## config.mk

```make
export PLATFORM = sky130hd
export DESIGN_NAME = t2mi_stream_supervisor
export DESIGN_NICKNAME = d
export VERILOG_FILES = /design/src/rtl/t2mi_pkg.sv /design/src/rtl/t2mi_sup_timer.sv /design/src/rtl/t2mi_stream_supervisor.sv
export SDC_FILE = /design/constraint.sdc
export NUM_CORES = 1
export LEC_CHECK = 0
export CELL_PAD_IN_SITES_DETAIL_PLACEMENT = 1
export CELL_PAD_IN_SITES_GLOBAL_PLACEMENT = 2
export CORE_MARGIN = 10
export CORE_UTILIZATION = 30
export CTS_CLUSTER_DIAMETER = 50
export DETAILED_ROUTE_END_ITERATION = 16
export PLACE_DENSITY_LB_ADDON = 0.1
export SYNTH_ARGS = -nofsm -noshare
export SYNTH_HDL_FRONTEND = slang
export SYNTH_HIERARCHICAL = 1
export SYNTH_SLANG_ARGS = --single-unit
```

## constraint.sdc

```tcl
create_clock -name clk -period 10.1 [get_ports clk]
set_input_delay 2.02 -clock clk [delete_from_list [all_inputs] [get_ports clk]]
set_output_delay 2.02 -clock clk [all_outputs]
set_load 0.02 [all_outputs]
```

## src/rtl/t2mi_pkg.sv

```systemverilog
// Shared T2-MI definitions: supervisor state encoding, packet type codes and timer sizing helper.
package t2mi_pkg;

  typedef enum logic [1:0] {
    ST_IDLE    = 2'd0,
    ST_ACQUIRE = 2'd1,
    ST_LOCKED  = 2'd2,
    ST_RESYNC  = 2'd3
  } stream_state_e;

  localparam logic [7:0] PKT_BBF        = 8'h00;
  localparam logic [7:0] PKT_L1_CURRENT = 8'h10;
  localparam logic [7:0] PKT_L1_FUTURE  = 8'h11;
  localparam logic [7:0] PKT_TIMESTAMP  = 8'h20;

  localparam logic [7:0] TS_TYPE_DEFAULT = PKT_TIMESTAMP;

  // Counter width able to hold 0..n-1; never narrower than one bit.
  function automatic int tmr_width(input int n);
    return (n > 1) ? $clog2(n) : 1;
  endfunction

endpackage

```

## src/rtl/t2mi_sup_timer.sv

```systemverilog
// Loadable, clearable up-counter that strobes wrap when enabled at its terminal count and returns to 0.
module t2mi_sup_timer
  import t2mi_pkg::*;
#(
  parameter int W = 8
) (
  input  logic         clk,
  input  logic         rst_n,
  input  logic         clr,
  input  logic         load,
  input  logic [W-1:0] load_val,
  input  logic         en,
  input  logic [W-1:0] term,
  output logic         wrap
);

  logic [W-1:0] cnt;

  assign wrap = en && (cnt == term);

  always_ff @(posedge clk) begin
    if (!rst_n) begin
      cnt <= '0;
    end else if (clr) begin
      cnt <= '0;
    end else if (load) begin
      cnt <= load_val;
    end else if (en) begin
      cnt <= wrap ? '0 : cnt + 1'b1;
    end
  end

endmodule

```

## src/rtl/t2mi_stream_supervisor.sv

```systemverilog
// T2-MI parser supervisor: parser reset sequencing, acquisition/lock tracking, forced resyncs and stream counters.
// Optional ts_rate output (timestamp packets per error window) is built when T2MI_SUPERVISOR_RATE_EN is defined.
module t2mi_stream_supervisor
  import t2mi_pkg::*;
#(
  parameter int         RST_CYCLES  = 16,
  parameter int         ACQ_TIMEOUT = 1000000,
  parameter int         PKT_TIMEOUT = 1000000,
  parameter int         ERR_WINDOW  = 4096,
  parameter int         ERR_THRESH  = 4,
  parameter logic [7:0] TS_TYPE     = TS_TYPE_DEFAULT
) (
  input  logic        clk,
  input  logic        rst_n,
  input  logic        enable,
  input  logic        force_resync,
  input  logic        sync_locked,
  input  logic        parser_error,
  input  logic        packet_end,
  input  logic [7:0]  packet_type,
  output logic        parser_rst_n,
  output logic [1:0]  stream_state,
  output logic        stream_ok,
  output logic        ts_pkt_pulse,
  output logic [15:0] packet_count,
  output logic [15:0] error_count,
  output logic [7:0]  resync_count
`ifdef T2MI_SUPERVISOR_RATE_EN
  ,
  output logic [7:0]  ts_rate
`endif
);

  localparam int HOLD_MAX = (RST_CYCLES > ACQ_TIMEOUT) ? RST_CYCLES : ACQ_TIMEOUT;
  localparam int HW = tmr_width(HOLD_MAX);
  localparam int SW = tmr_width(PKT_TIMEOUT);
  localparam int WW = tmr_width(ERR_WINDOW);
  localparam int EW = tmr_width(ERR_THRESH + 1);

  localparam logic [HW-1:0] RST_TERM   = HW'(RST_CYCLES - 1);
  localparam logic [HW-1:0] ACQ_TERM   = HW'(ACQ_TIMEOUT - 1);
  localparam logic [SW-1:0] STARVE_TERM = SW'(PKT_TIMEOUT - 1);
  localparam logic [WW-1:0] WIN_TERM   = WW'(ERR_WINDOW - 1);
  localparam logic [EW-1:0] ERR_LIM    = EW'(ERR_THRESH);

  function automatic logic [15:0] sat_inc16(input logic [15:0] v);
    return (v == 16'hFFFF) ? v : v + 16'd1;
  endfunction

  function automatic logic [7:0] sat_inc8(input logic [7:0] v);
    return (v == 8'hFF) ? v : v + 8'd1;
  endfunction

  stream_state_e state, next_state;
  logic          restart;
  logic          hold_clr, hold_wrap;
  logic [HW-1:0] hold_term;
  logic          starve_clr, starve_wrap;
  logic          win_clr, win_wrap;
  logic          in_lock, stay_lock;
  logic [EW-1:0] err_win, err_sum;
  logic          err_trip;
  logic          pkt_hit, ts_hit;

  assign in_lock   = (state == ST_LOCKED);
  assign stay_lock = in_lock && (next_state == ST_LOCKED);
  assign pkt_hit   = in_lock && packet_end;
  assign ts_hit    = pkt_hit && (packet_type == TS_TYPE);

  // The wrap cycle starts a fresh window, seeded by an error landing on that same cycle.
  assign err_sum  = win_wrap ? EW'(parser_error) : err_win + EW'(parser_error);
  assign err_trip = (err_sum >= ERR_LIM);

  // One timer serves the IDLE/RESYNC hold and the ACQUIRE timeout; it restarts on every state change.
  assign hold_term  = (state == ST_ACQUIRE) ? ACQ_TERM : RST_TERM;
  assign hold_clr   = !enable || (next_state != state) || restart || in_lock;
  assign starve_clr = packet_end || (next_state != ST_LOCKED);
  assign win_clr    = (next_state != ST_LOCKED);

  t2mi_sup_timer #(.W(HW)) u_hold_tmr (
    .clk      (clk),
    .rst_n    (rst_n),
    .clr      (hold_clr),
    .load     (1'b0),
    .load_val ('0),
    .en       (1'b1),
    .term     (hold_term),
    .wrap     (hold_wrap)
  );

  t2mi_sup_timer #(.W(SW)) u_starve_tmr (
    .clk      (clk),
    .rst_n    (rst_n),
    .clr      (starve_clr),
    .load     (1'b0),
    .load_val ('0),
    .en       (in_lock),
    .term     (STARVE_TERM),
    .wrap     (starve_wrap)
  );

  t2mi_sup_timer #(.W(WW)) u_win_tmr (
    .clk      (clk),
    .rst_n    (rst_n),
    .clr      (win_clr),
    .load     (1'b0),
    .load_val ('0),
    .en       (in_lock),
    .term     (WIN_TERM),
    .wrap     (win_wrap)
  );

  always_ff @(posedge clk) begin
    if (!rst_n) state <= ST_IDLE;
    else        state <= next_state;
  end

  always_comb begin
    next_state = state;
    restart    = 1'b0;
    if (!enable) begin
      next_state = ST_IDLE;
    end else begin
      case (state)
        ST_IDLE: begin
          if (hold_wrap) next_state = ST_ACQUIRE;
        end
        ST_ACQUIRE: begin
          if (force_resync)     next_state = ST_RESYNC;
          else if (sync_locked) next_state = ST_LOCKED;
          else if (hold_wrap)   next_state = ST_RESYNC;
        end
        ST_LOCKED: begin
          if (force_resync || err_trip || (starve_wrap && !packet_end)) next_state = ST_RESYNC;
          else if (!sync_locked)                                         next_state = ST_ACQUIRE;
        end
        ST_RESYNC: begin
          if (force_resync)   restart    = 1'b1;
          else if (hold_wrap) next_state = ST_ACQUIRE;
        end
        default: next_state = ST_IDLE;
      endcase
    end
  end

  always_ff @(posedge clk) begin
    if (!rst_n) begin
      parser_rst_n <= 1'b0;
      stream_ok    <= 1'b0;
      ts_pkt_pulse <= 1'b0;
      packet_count <= '0;
      error_count  <= '0;
      resync_count <= '0;
      err_win      <= '0;
    end else begin
      parser_rst_n <= (next_state == ST_ACQUIRE) || (next_state == ST_LOCKED);
      stream_ok    <= (next_state == ST_LOCKED);
      ts_pkt_pulse <= ts_hit;
      if (pkt_hit)      packet_count <= packet_count + 16'd1;
      if (parser_error) error_count  <= sat_inc16(error_count);
      if ((next_state == ST_RESYNC) && (state != ST_RESYNC)) resync_count <= sat_inc8(resync_count);
      err_win <= stay_lock ? err_sum : '0;
    end
  end

  assign stream_state = state;

`ifdef T2MI_SUPERVISOR_RATE_EN
  logic [7:0] ts_win;

  always_ff @(posedge clk) begin
    if (!rst_n) begin
      ts_win  <= '0;
      ts_rate <= '0;
    end else if (!stay_lock) begin
      ts_win  <= '0;
      ts_rate <= '0;
    end else if (win_wrap) begin
      ts_win  <= '0;
      ts_rate <= ts_hit ? sat_inc8(ts_win) : ts_win;
    end else if (ts_hit) begin
      ts_win  <= sat_inc8(ts_win);
    end
  end
`endif

endmodule

```

==> summary.md, run 1 <==
| Metric | Value |
|---|---|
| Worst R2R End | u_starve_tmr/cnt[19] |
| Cells on worst reg2reg path | 15 |
| Initial Util | 30.8% |
| Hpwl dp | 12.8 mm |
| CP max FO | 21 |
| Register area | between 2000 and 2500 sq um |
| # rows | 52 |
| Core Area | 20400 sq um |
| # IOs | 60 |
| Register-to-register setup slack | 5.64 ns |
| Top post-synthesis cells by area | dfxtp_1 (32%), xor2_1 (11%), a21oi_1 (6.8%), nor3b_1 (5.2%), xnor2_1 (4.5%) |
| RePlAce Congestion | ~0.76 |
| Clock skew | 0.0122 ns |
| DR WL/cell | around 16 microns |
| Total GRT Usage | 13.5% |
| Synth area leader | dfxtp_1 |
| CTS tree | done |
| CP required | 10.38 ns |
| Critical path class | primary input to register |
| Cts bufs inserted | 9 |
| Hold crit path type | register to register |
| Die W | ~160 microns |
| Die ar. | 27100 sq um |
| Cell Area, Synth | between 6000 and 7000 sq um |
| Vias in the first global route | ~5900 |
| Area occupied by multi-input gates | 4290 sq um |
| Netlist cell types | 58 |
| Ys async rst share | 0% |
| Mapped Cells | 748 |
| Cts hold-fix bufs | 0 |
| Hold Startpoint | packet_count[15] |
| Status | complete, no violations |
| Layout net count | 902 |
| Routed vias/inst | 4.93 |
| Top cell type's share of synthesized area | roughly a third |
| Slew @ Worst Pin | 1.07 ns |
| Period utilization | a little over half |
| Post_cts resized | 0 |
| # Post-CTS Setup Buffers | 0 |
| Longest Clk Path Bufs | 2 |
| Initial antenna violation count | 1 |
| RSZ-0062 raised after global routing | false |
| Antenna diode count | 0 |
| Crit end category | register |
| Largest net degree at the start of global routing | 42 |
| Sequential-to-total area share from yosys stat | 32.0% |
| Max Transition Viols Final | 0 |
| EDFF count, synth | 0 |
| Hold worst-path end | packet_count[15] |
| Layout cells sized above 1 | about 5.6% |
| Overflow after GRT | 0 |
| Top FF cell, synth | dfxtp_1 |
| First-pass GRT wire length | approximately 30 mm |
| Max Freq | 0.190 GHz |
| Clk slew on worst S/H paths | 0.07 ns |
| Starting DRT DRC Count | 133 |
| Fin crit period | roughly 5.3 ns |
| Maximum capacitance violations | 0 |
| P_leak | 2.78 nW |
| Root Driver | clkbuf_16 |
| Skew-Pair Late Insertion Delay | between 0.3 and 0.4 ns |
| Die Y | 165 microns |
| Clk sinks | 100 |
| CP Launch Type | primary input |
| Hold path cells | 2 |
| Slew margin rel. | 28.6% |
| PD cells | roughly 110 nW/um^2 |
| Setup violators final | 0 |
| P&R area growth vs syn | 22.3% |
| Final hold vios | 0 |
| Seq cells post-synth | 100 |
| First-pass DRT Iterations | 4 |
| Synth Area per Inst | 8.38 sq um |
| VDD IR max | 0.0816 mV |
| Yosys warns | 6 |
| R2r startpoint | stream_state[0] |
| PortBufs | 59 |
| TNS Setup | 0 ns |
| Final ANT Viol Nets | 0 |
| DRC viols | 0 |
| Fillers | around 2500 |
| Number of H-tree levels | 3 |
| Total power | roughly 860 uW |
| Arrival time worst endpoint | 5.53 ns |
| Final WL | 17.9 mm |
| Via count | between 5000 and 6000 |
==> area by class of cell <==
cell class	count	area share [%]
sequential	100	26.1
tap	270	4.41
timing repair buffer	61	7.90
inverter	26	1.27
multi-input combinational	679	55.9
clock inverter	6	1.26
clock buffer	10	3.12
==> per-stage QoR <==
stage	utilization [%]	cells	hold WS (ns)	setup WS, ns	cell area [sq um]
after floorplan	-	849	0.520	5.86	6640
after global placement	36.0	1136	0.460	4.59	7330
after detailed placement	36.0	1136	0.493	4.45	7330
after CTS	37.6	1152	0.505	4.82	7660
after global routing	37.6	1152	0.520	4.47	7660
final	37.6	1152	0.496	4.84	7660
==> worst max-delay path by stage <==
| stage | from | to | cells after the start |
|---|---|---|---|
| 2_1_floorplan | parser_error | resync_count[5] | 10 |
| 3_5_place_dp | parser_error | u_starve_tmr/cnt[19] | 13 |
| 3_3_place_gp | parser_error | u_starve_tmr/cnt[19] | 13 |
| 4_1_cts | parser_error | u_starve_tmr/cnt[0] | 13 |
| 6_report | parser_error | u_starve_tmr/cnt[0] | 13 |
| 5_1_grt | parser_error | u_starve_tmr/cnt[0] | 13 |
==> power breakdown <==
| group | switching (mW) | internal (mW) |
|---|---|---|
| sequential | 0.00587 | 0.397 |
| combinational | 0.0360 | 0.0232 |
| clock | 0.169 | 0.227 |
==> state kept, by name, indices dropped and copies added (netlist names) <==
register / count
u_hold_tmr/cnt: 20
u_starve_tmr/cnt: 20
error_count: 16
packet_count: 16
u_win_tmr/cnt: 12
resync_count: 8
err_win: 3
stream_state: 2
parser_rst_n: 1
stream_ok: 1
ts_pkt_pulse: 1
==> critical path: stages <==
cell and delay, ns:
clkdlybuf4s50_1 0.64, ha_1 0.32, ha_1 0.18, xor2_1 0.15
a221oi_1 0.33, a311oi_1 0.21, inv_1 0.09, ha_1 0.19
nand2_1 0.06, or2b_2 0.48, nor3b_1 0.29, o21ai_2 0.30
o22ai_1 0.25
==> per-layer routing <==
metal / routed length [microns] / global-route usage, % / vias to the layer above
li1: - / - / 2860
met1: 8070 / 15.8 / 2759
met2: 9190 / 24.6 / 39
met3: 437 / 2.84 / 15
met4: 176 / 2.94 / 2
met5: 9 / 0 / -
==> synthesized netlist by cell type (all sizes together), types with 26 or more instances <==
cell,count
o22ai,41
a21oi,85
nand4,26
xor2,79
xnor2,32
nor2,35
clkbuf,27
nand3,42
dfxtp,100
nand2,35
nor3b,43
inv,26
==> layout by cell type (no fill, tap or decap), drive strengths merged, types with 27 or more instances in the layout <==
master / n
a21oi: 85
clkdlybuf4s50: 59
conb: 103
dfxtp: 100
inv: 27
nand2: 35
nand3: 42
nor2: 35
nor3b: 43
o22ai: 41
xnor2: 32
xor2: 79
==> cell families after synthesis <==
logic type      share of synthesized area (%)
compound gates                           14.6
xor+xnor                                 15.5
fa+ha+maj                                2.00
buf+inv                                  5.69
flops                                    32.0
mux                                      1.76
other cells                             0.120
simple gates                             28.3
Power figures use the tool's default switching activity.
==> run 2: changes to the inputs <==
Clock period 10.1 ns to 5.1 ns, I/O delays scaled along.
==> run 2 against run 1 <==
  * Clock power grew 120%
  * Critical path depth grew 3
  * Worst setup slack lost 4.0 ns
  * Combinational power grew 100%
  * Clock skew shrank 0.0061 ns
  * Highest routed layer unchanged
==> summary.md, run 2 (synthesis gave the netlist of run 1 again) <==
| Metric | Value |
|---|---|
| Status | complete, no violations (unchanged) |
| Vias in the first global route | 6118 (was 5893) |
| Clk slew on worst S/H paths | 0.07 ns (about the same) |
| TNS Setup | 0 ns (unchanged) |
| Layout cells sized above 1 | 5.88% (was 5.56%) |
| CP required | 5.37 ns (was 10.38 ns) |
| Top flop regs | u_hold_tmr/cnt: 20 flops, u_starve_tmr/cnt: 20 flops (unchanged) |
| First-pass DRT Iterations | 4 (unchanged) |
| Fillers | 2462 (was 2471) |
| CTS tree | done (unchanged) |
| Final hold vios | 0 (unchanged) |
| DR WL/cell | 15.6 microns (was 15.5 microns) |
| RSZ-0062 raised after global routing | false (unchanged) |
| Layout net count | 905 (was 902) |
| CP max FO | 21 (unchanged) |
| DRC viols | 0 (unchanged) |
| Die ar. | 27100 sq um (unchanged) |
| Initial Util | 30.8% (unchanged) |
| # rows | 52 (unchanged) |
| PD cells | 231 nW/um^2 (was 112 nW/um^2) |
| Routed vias/inst | 4.89 (was 4.93) |
| Crit end category | register (unchanged) |
| Initial antenna violation count | 1 (unchanged) |
| Root Driver | clkbuf_16 (unchanged) |
| Longest Clk Path Bufs | 2 (unchanged) |
| P&R area growth vs syn | 23.3% (was 22.3%) |
| Power share of the sequential group | 44.7% (was 47.0%) |
| Hold crit path type | register to register (unchanged) |
| Starting DRT DRC Count | 151 (was 133) |
| Fin crit period | 4.27 ns |
| Slew @ Worst Pin | 0.989 ns (was 1.07 ns) |
| P_leak | 2.82 nW (was 2.78 nW) |
| Maximum capacitance violations | 0 (unchanged) |
| # Post-CTS Setup Buffers | 0 (unchanged) |
| Slew margin rel. | 34.1% (was 28.6%) |
| VDD IR max | 0.197 mV (was 0.0816 mV) |
| Skew-Pair Late Insertion Delay | 0.35 ns (about the same) |
| Hpwl dp | 13.1 mm (was 12.8 mm) |
| Clock skew | 0.00608 ns (was 0.0122 ns) |
| Clock Power Share | 48.6% (was 46.1%) |
| PortBufs | 59 (unchanged) |
| Overflow after GRT | 0 (unchanged) |
| Cts hold-fix bufs | 0 (unchanged) |
| Arrival time worst endpoint | 4.53 ns (was 5.53 ns) |
| RePlAce Congestion | 0.774 (was 0.762) |
| Setup violators final | 0 (unchanged) |
| Largest net degree at the start of global routing | 42 (unchanged) |
| First-pass GRT wire length | 30.5 mm (was 30.0 mm) |
| Setup slack after layout | 0.834 ns (was 4.84 ns) |
| Die Y | 165 microns (unchanged) |
| Core Area | 20400 sq um (unchanged) |
| Cts bufs inserted | 9 (unchanged) |
| CP Launch Type | register (was primary input) |
| Setup WS pre-CTS | 0.731 ns (was 4.45 ns) |
| Post_cts resized | 0 (unchanged) |
| # IOs | 60 (unchanged) |
| Period utilization | 83.6% |
| Max Freq | around 0.23 GHz |
| Net Switching | 408 uW (was 211 uW) |
| Antenna diode count | 0 (unchanged) |
| Clk sinks | 100 (unchanged) |
| Total GRT Usage | 13.6% (was 13.5%) |
| Number of H-tree levels | 3 (unchanged) |
| Critical path class | register to register (was primary input to register) |
| Die W | 165 microns (unchanged) |
| Final WL | 18.0 mm (was 17.9 mm) |
| Commonest non-fill, non-tap cells in the layout | conb_1 (103), dfxtp_1 (100), a21oi_1 (85), xor2_1 (79), clkdlybuf4s50_1 (59) (unchanged) |
| Final ANT Viol Nets | 0 (unchanged) |
| Sw Ratio | 22.8% (was 24.6%) |
| Via count | 5646 (was 5675) |
| Most common cell after layout, fill and taps aside | conb_1 (unchanged) |
| Logic pwr share | 6.7% (was 6.9%) |
| Internal Pwr Total | 1.38 mW (was 648 uW) |
| Max Transition Viols Final | 0 (unchanged) |
-- run 2: area by class of cell --
type                       count  area, sq um  area share (%)
clock buffer                  10          239            3.09
clock inverter                 6          134            1.73
inverter                      26         97.6            1.26
multi-input combinational    679         4290            55.5
sequential                   100         2000            25.9
tap                          270          338            4.37
timing repair buffer          64          628            8.13
-- run 2: final timing paths --
check / start / end / slack (ns) / depth (start not counted)
max reg2reg: stream_state[1] / u_starve_tmr/cnt[19] / 0.83 / 16
min reg2reg: packet_count[15] / packet_count[15] / 0.48 / 2
max: stream_state[1] / u_starve_tmr/cnt[19] / 0.83 / 16
min: packet_count[15] / packet_count[15] / 0.48 / 2
-- run 2: per-stage QoR --
step	power [mW]	cells	area (sq um)	hold slack (ns)	utilization (%)
floorplan	0.902	849	6640	0.520	-
global placement	0.927	1139	7350	0.463	36.1
detailed placement	0.930	1139	7350	0.481	36.1
CTS	1.81	1155	7720	0.492	37.9
global route	1.87	1155	7720	0.509	37.9
finish	1.79	1155	7720	0.483	37.9
-- run 2: worst max-delay path, cell delays in order (launching register included) --
cell and delay, ns:
dfxtp_1 0.52, nand2b_1 0.33, inv_1 0.16, inv_1 0.08, nor2_1 0.14, nand4_2 0.38, inv_1 0.25, inv_1 0.08
a221oi_1 0.36, a311oi_1 0.22, inv_1 0.10, ha_1 0.19, nand2_1 0.06, or2b_2 0.47, nor3b_1 0.28, o21ai_2 0.30
o22ai_1 0.26
-- run 2: metal layers --
layer,track usage (%),up-vias,part of all wire [%]
met2,24.9,35,52
met1,16.0,2722,45
li1,-,2876,-
met4,3.30,2,0.89
met3,2.49,11,2.1
met5,0,-,0.055
-- run 2: power by group through the flow --
| stage | clock (mW) | combinational, mW | sequential [mW] |
|---|---|---|---|
| after floorplan | 0 | 0.0873 | 0.815 |
| after global placement | 0 | 0.111 | 0.817 |
| after detailed placement | 0 | 0.113 | 0.817 |
| after CTS | 0.899 | 0.113 | 0.799 |
| after global routing | 0.932 | 0.137 | 0.800 |
| final | 0.868 | 0.120 | 0.799 |
==> patch 1: new RTL, settings of run 2 <==
Add a define of `T2MI_SUPERVISOR_RATE_EN`.
--- a/src/rtl/t2mi_stream_supervisor.sv
+++ b/src/rtl/t2mi_stream_supervisor.sv
@@ -2,2 +2,4 @@
 // Optional ts_rate output (timestamp packets per error window) is built when T2MI_SUPERVISOR_RATE_EN is defined.
+`define T2MI_SUPERVISOR_RATE_EN
+
 module t2mi_stream_supervisor
Formal check against the unedited RTL (old outputs only; new: ts_rate): equivalent (equiv_simple and equiv_induct, registers matched by name and starting in step).
==> patch 1 against run 2 <==
- non-clock buffer count grew 8
- design area up 15%
- power up 34%
- critical endpoint is now u_starve_tmr/cnt[0]
- sequential cell count up 16
- clock power is 53% higher
- clock skew is 5.4 ps higher
- largest power group unchanged
- utilization up 0.27 points
- setup slack better by 77 ps
- area after synthesis grew 13%
- wire length grew 12%
- sequential power up 17%
==> patch 1: results <==
group,metric,value,unit
run_status,status,"complete, no violations",
yosys,ys_seq_area_frac,0.329,
drt,vias_per_cell,4.85,
global_routing,antenna_found_initial,0,
worst_hold_path,hold_end,"ts_rate[7]",
placed_design,place_ws,467,ps
drt,dr_wl_met3,880,um
final_layout,regArea,2320,um^2
drt,finalWirelength,20200,um
sta,tightest_slew,942,ps
sta,clock_skew,11.4,ps
placed_design,dp_hpwl,14100,um
final_layout,drive_above_1_share,0.0720,
critical_path,slowest_delay,550,ps
critical_path,r2r_end,"u_starve_tmr/cnt[0]",
placed_design,port_buffers,67,
yosys,avgSynthCellArea,8.37,um^2
worst_hold_path,hp-class,"reg2reg",
clock_network,clkTransAtPathRegs,60,ps
critical_path,r2r-start,"stream_state[0]",
drt,top_layer,"met4",
placed_design,place_area,8270,um^2
power_and_ir_drop,peakVddDrop,0.196,mV
clock_network,cts-resized-gates,0,
global_routing,grt_max_degree,42,
placed_design,place_congestion,0.758,
placed_design,placed_cells,1287,
drt,met1_length,9860,um
yosys,synth_commonest_cells,"116 x dfxtp_1, 90 x a21oi_1, 77 x xor2_1",
global_routing,track_usage,0.136,
drt,wl_per_cell,15.3,um
critical_path,crit_arrival,4530,ps
global_routing,grt_pass1_vias,6450,
final_layout,fin_nets,1013,
critical_path,crit_slowest_cell,"clkdlybuf4s50_1",
critical_path,r2r_slack,940,ps
clock_network,htree_levels,4,
final_layout,num-fill-cells,2813,
sta,hold-worst-slack,463,ps
drt,first_iter_violations,318,
power_and_ir_drop,p_leak,0.00319,uW
drt,drtPass1Iterations,6,
critical_path,crit_family,"compound AO/OA/AOI/OAI gates",
global_routing,grt_pass1_wl,33900,um
clock_network,worstSkewPairLatency,430,ps
yosys,synth_cell_types,64,
clock_network,root_buffer,"clkbuf_16",
clock_network,clockBufferDepth,2,
clock_network,cts_buffers,17,
drt,wl_met2,9150,um
worst_hold_path,hp-start,"ts_rate[7]",
yosys,netlist_top_cells_area,"dfxtp_1 33%, xor2_1 9.5%, a21oi_1 6.4%",
## patch 1: changes by cell type after synthesis, moves of 4 or more
cell,delta
a21oi_1,+5
nor2_1,+8
nand2_1,+7
or3_1,+6
or4_1,+4
nand3_1,+11
o31ai_1,+5
dfxtp_1,+16
mux2i_1,-4
o21ai_0,+11
nor3_1,+4
## patch 1: how the worst max path moves through the flow
stage                                from              endpoint  slack [ps]  cells past startpoint
final                        parser_error   u_starve_tmr/cnt[0]         910                     13
after global routing      stream_state[0]  u_starve_tmr/cnt[19]         420                     16
after CTS                 stream_state[0]   u_starve_tmr/cnt[0]         870                     16
after detailed placement     parser_error  u_starve_tmr/cnt[19]         470                     13
after global placement       parser_error   u_starve_tmr/cnt[0]         570                     13
after floorplan           stream_state[0]  u_starve_tmr/cnt[13]        1280                     17
## patch 1: metal layers
metal  global-route usage  vias up
li1                     -     3288
met3               0.0399       16
met1                0.172     3036
met5                    0        -
met4               0.0467        0
met2                0.216       62
## patch 1: report_power, final
part           switching (uW)  internal, uW
Sequential               15.4           916
Clock                     498           832
Combinational            80.9          53.7
## patch 1: final cells by class
cell class,count,area share
Inverter,25,0.0105
Clock buffer,17,0.0477
Sequential cell,116,0.261
Tap cell,319,0.0448
Multi-Input combinational cell,755,0.533
Clock inverter,15,0.0243
Timing Repair Buffer,72,0.0795
## patch 1: cell families (layout without fill, tap and decap cells)
group                    Yosys count  in the layout  synth area share
AO/OA/AOI/OAI                    189            189             0.159
adder cells (fa/ha/maj)           11             11            0.0195
AND/OR/NAND/NOR                  336            336             0.294
other                              2            103           0.00106
buffers and inverters             74            129            0.0535
flip-flops                       116            116             0.329
XOR/XNOR                         109            109             0.135
multiplexers                       7              7           0.00992
==> patch 2: new RTL, config.mk and constraints of run 2 <==
Without the edit above. Put one more register stage on the output `error_count`, cleared by the reset. The value now appears one clock later. The other outputs are not delayed to match.
--- a/src/rtl/t2mi_stream_supervisor.sv
+++ b/src/rtl/t2mi_stream_supervisor.sv
@@ -44,2 +44,4 @@
   localparam logic [EW-1:0] ERR_LIM    = EW'(ERR_THRESH);
+
+  logic [15:0] error_count_s0;
 
@@ -151,3 +153,3 @@
       packet_count <= '0;
-      error_count  <= '0;
+      error_count_s0 <= '0;
       resync_count <= '0;
@@ -159,3 +161,3 @@
       if (pkt_hit)      packet_count <= packet_count + 16'd1;
-      if (parser_error) error_count  <= sat_inc16(error_count);
+      if (parser_error) error_count_s0 <= sat_inc16(error_count_s0);
       if ((next_state == ST_RESYNC) && (state != ST_RESYNC)) resync_count <= sat_inc8(resync_count);
@@ -186,2 +188,10 @@
 
+  always_ff @(posedge clk) begin
+    if (!rst_n) begin
+      error_count <= '0;
+    end else begin
+      error_count <= error_count_s0;
+    end
+  end
+
 endmodule
Behaviour: not the same (Yosys sat finds a counterexample within 4 cycles, from zero or initial values and one cycle with rst_n low).
==> patch 2 against run 2 <==
- first-iteration DRC count up 70%
- sequential cell count up 16
- count of clock-buffer cells in the layout up 7
- power up 26%
- wire length up 3.9%
- via count up 3.7%
- clock power up 39%
- sequential power up 16%
- design area up 7.7%
- area after synthesis up 6.0%
- setup slack better by 240 ps
- synthesized cell count up 2.7%
- critical path type unchanged
- critical endpoint is now resync_count[7]
- largest cell class unchanged
- largest power group unchanged
- highest routed layer is now met4
==> patch 2: results <==
group,metric,value,unit
placed_design,port_buffers,59,
yosys,synthAdderAreaFrac,0.0188,
placed_design,place_area,7720,um^2
final_layout,drive_above_1_share,0.0751,
yosys,synth-xor-area-share,0.144,
power_and_ir_drop,p_leak,0.00305,uW
yosys,synth_compound_area_frac,0.142,
global_routing,grt_pass1_vias,6145,
critical_path,crit_path_end,"resync_count[7]",
critical_path,r2r_slack,1070,ps
yosys,synth_cell_types,63,
placed_design,dp_hpwl,13300,um
yosys,synthCells,768,
critical_path,crit_arrival,4370,ps
drt,first_iter_violations,256,
critical_path,slowest_delay,540,ps
global_routing,grt_pass1_wl,31800,um
clock_network,cts_buffers,17,
sta,tightest_slew,929,ps
sta,clock_skew,14.1,ps
drt,vias_per_cell,4.88,
critical_path,cp_max_fo,11,
critical_path,crit_family,"simple AND/OR/NAND/NOR gates",
final_layout,top_regs,"u_hold_tmr/cnt: 20 flops, u_starve_tmr/cnt: 20 flops",
yosys,netlist_top_cells_area,"dfxtp_1 35%, xor2_1 10%, a21oi_1 5.7%",
final_layout,final_cell_count_no_fill,1199,
sta,hold-worst-slack,494,ps
placed_design,place_congestion,0.769,
yosys,synthMuxAreaShare,0.0181,
run_status,status,"complete, no violations",
power_and_ir_drop,peakVddDrop,0.239,mV
final_layout,num-fill-cells,2596,
global_routing,track_usage,0.134,
critical_path,crit_slowest_cell,"or4_1",
drt,finalWirelength,18700,um
critical_path,reg2reg_depth,14,
global_routing,antenna_found_initial,0,
final_layout,multi_input_area,4340,um^2
yosys,ys_seq_area_frac,0.350,
clock_network,worstSkewPairLatency,420,ps
final_layout,fin_nets,931,
clock_network,htree_levels,4,
critical_path,r2r-start,"stream_state[0]",
placed_design,place_ws,763,ps
sta,post-route-period-util,0.790,
## patch 2: cell types whose count changed in the layout (fill, tap and decap cells not counted), moves of 8 or more
| cell | before | now |
|---|---|---|
| mux2i_1 | 11 | 3 |
| mux2_1 | 0 | 8 |
| a21oi_1 | 85 | 76 |
| clkbuf_16 | 9 | 17 |
| and2_1 | 4 | 15 |
| nor2_1 | 35 | 50 |
| nand2b_1 | 11 | 2 |
| dfxtp_1 | 100 | 116 |
## patch 2: routing by layer
metal  track usage  up-vias  share of wire
li1              -     2951              -
met1         0.160     2842           0.45
met2         0.230       48           0.50
met3        0.0389       16          0.037
met4        0.0333        0          0.010
met5             0        -              0
## patch 2: power breakdown
part | switching, uW | internal [uW]
combinational | 71.4 | 45.1
clock | 482 | 732
sequential | 10.9 | 914
## patch 2: layout make-up
class	instances	area share
multi-input cells	683	0.522
flip-flops and latches	116	0.279
repair buffers	63	0.0746
clock buffers	17	0.0511
well taps	280	0.0421
clock inverters	15	0.0202
inverters	25	0.0113
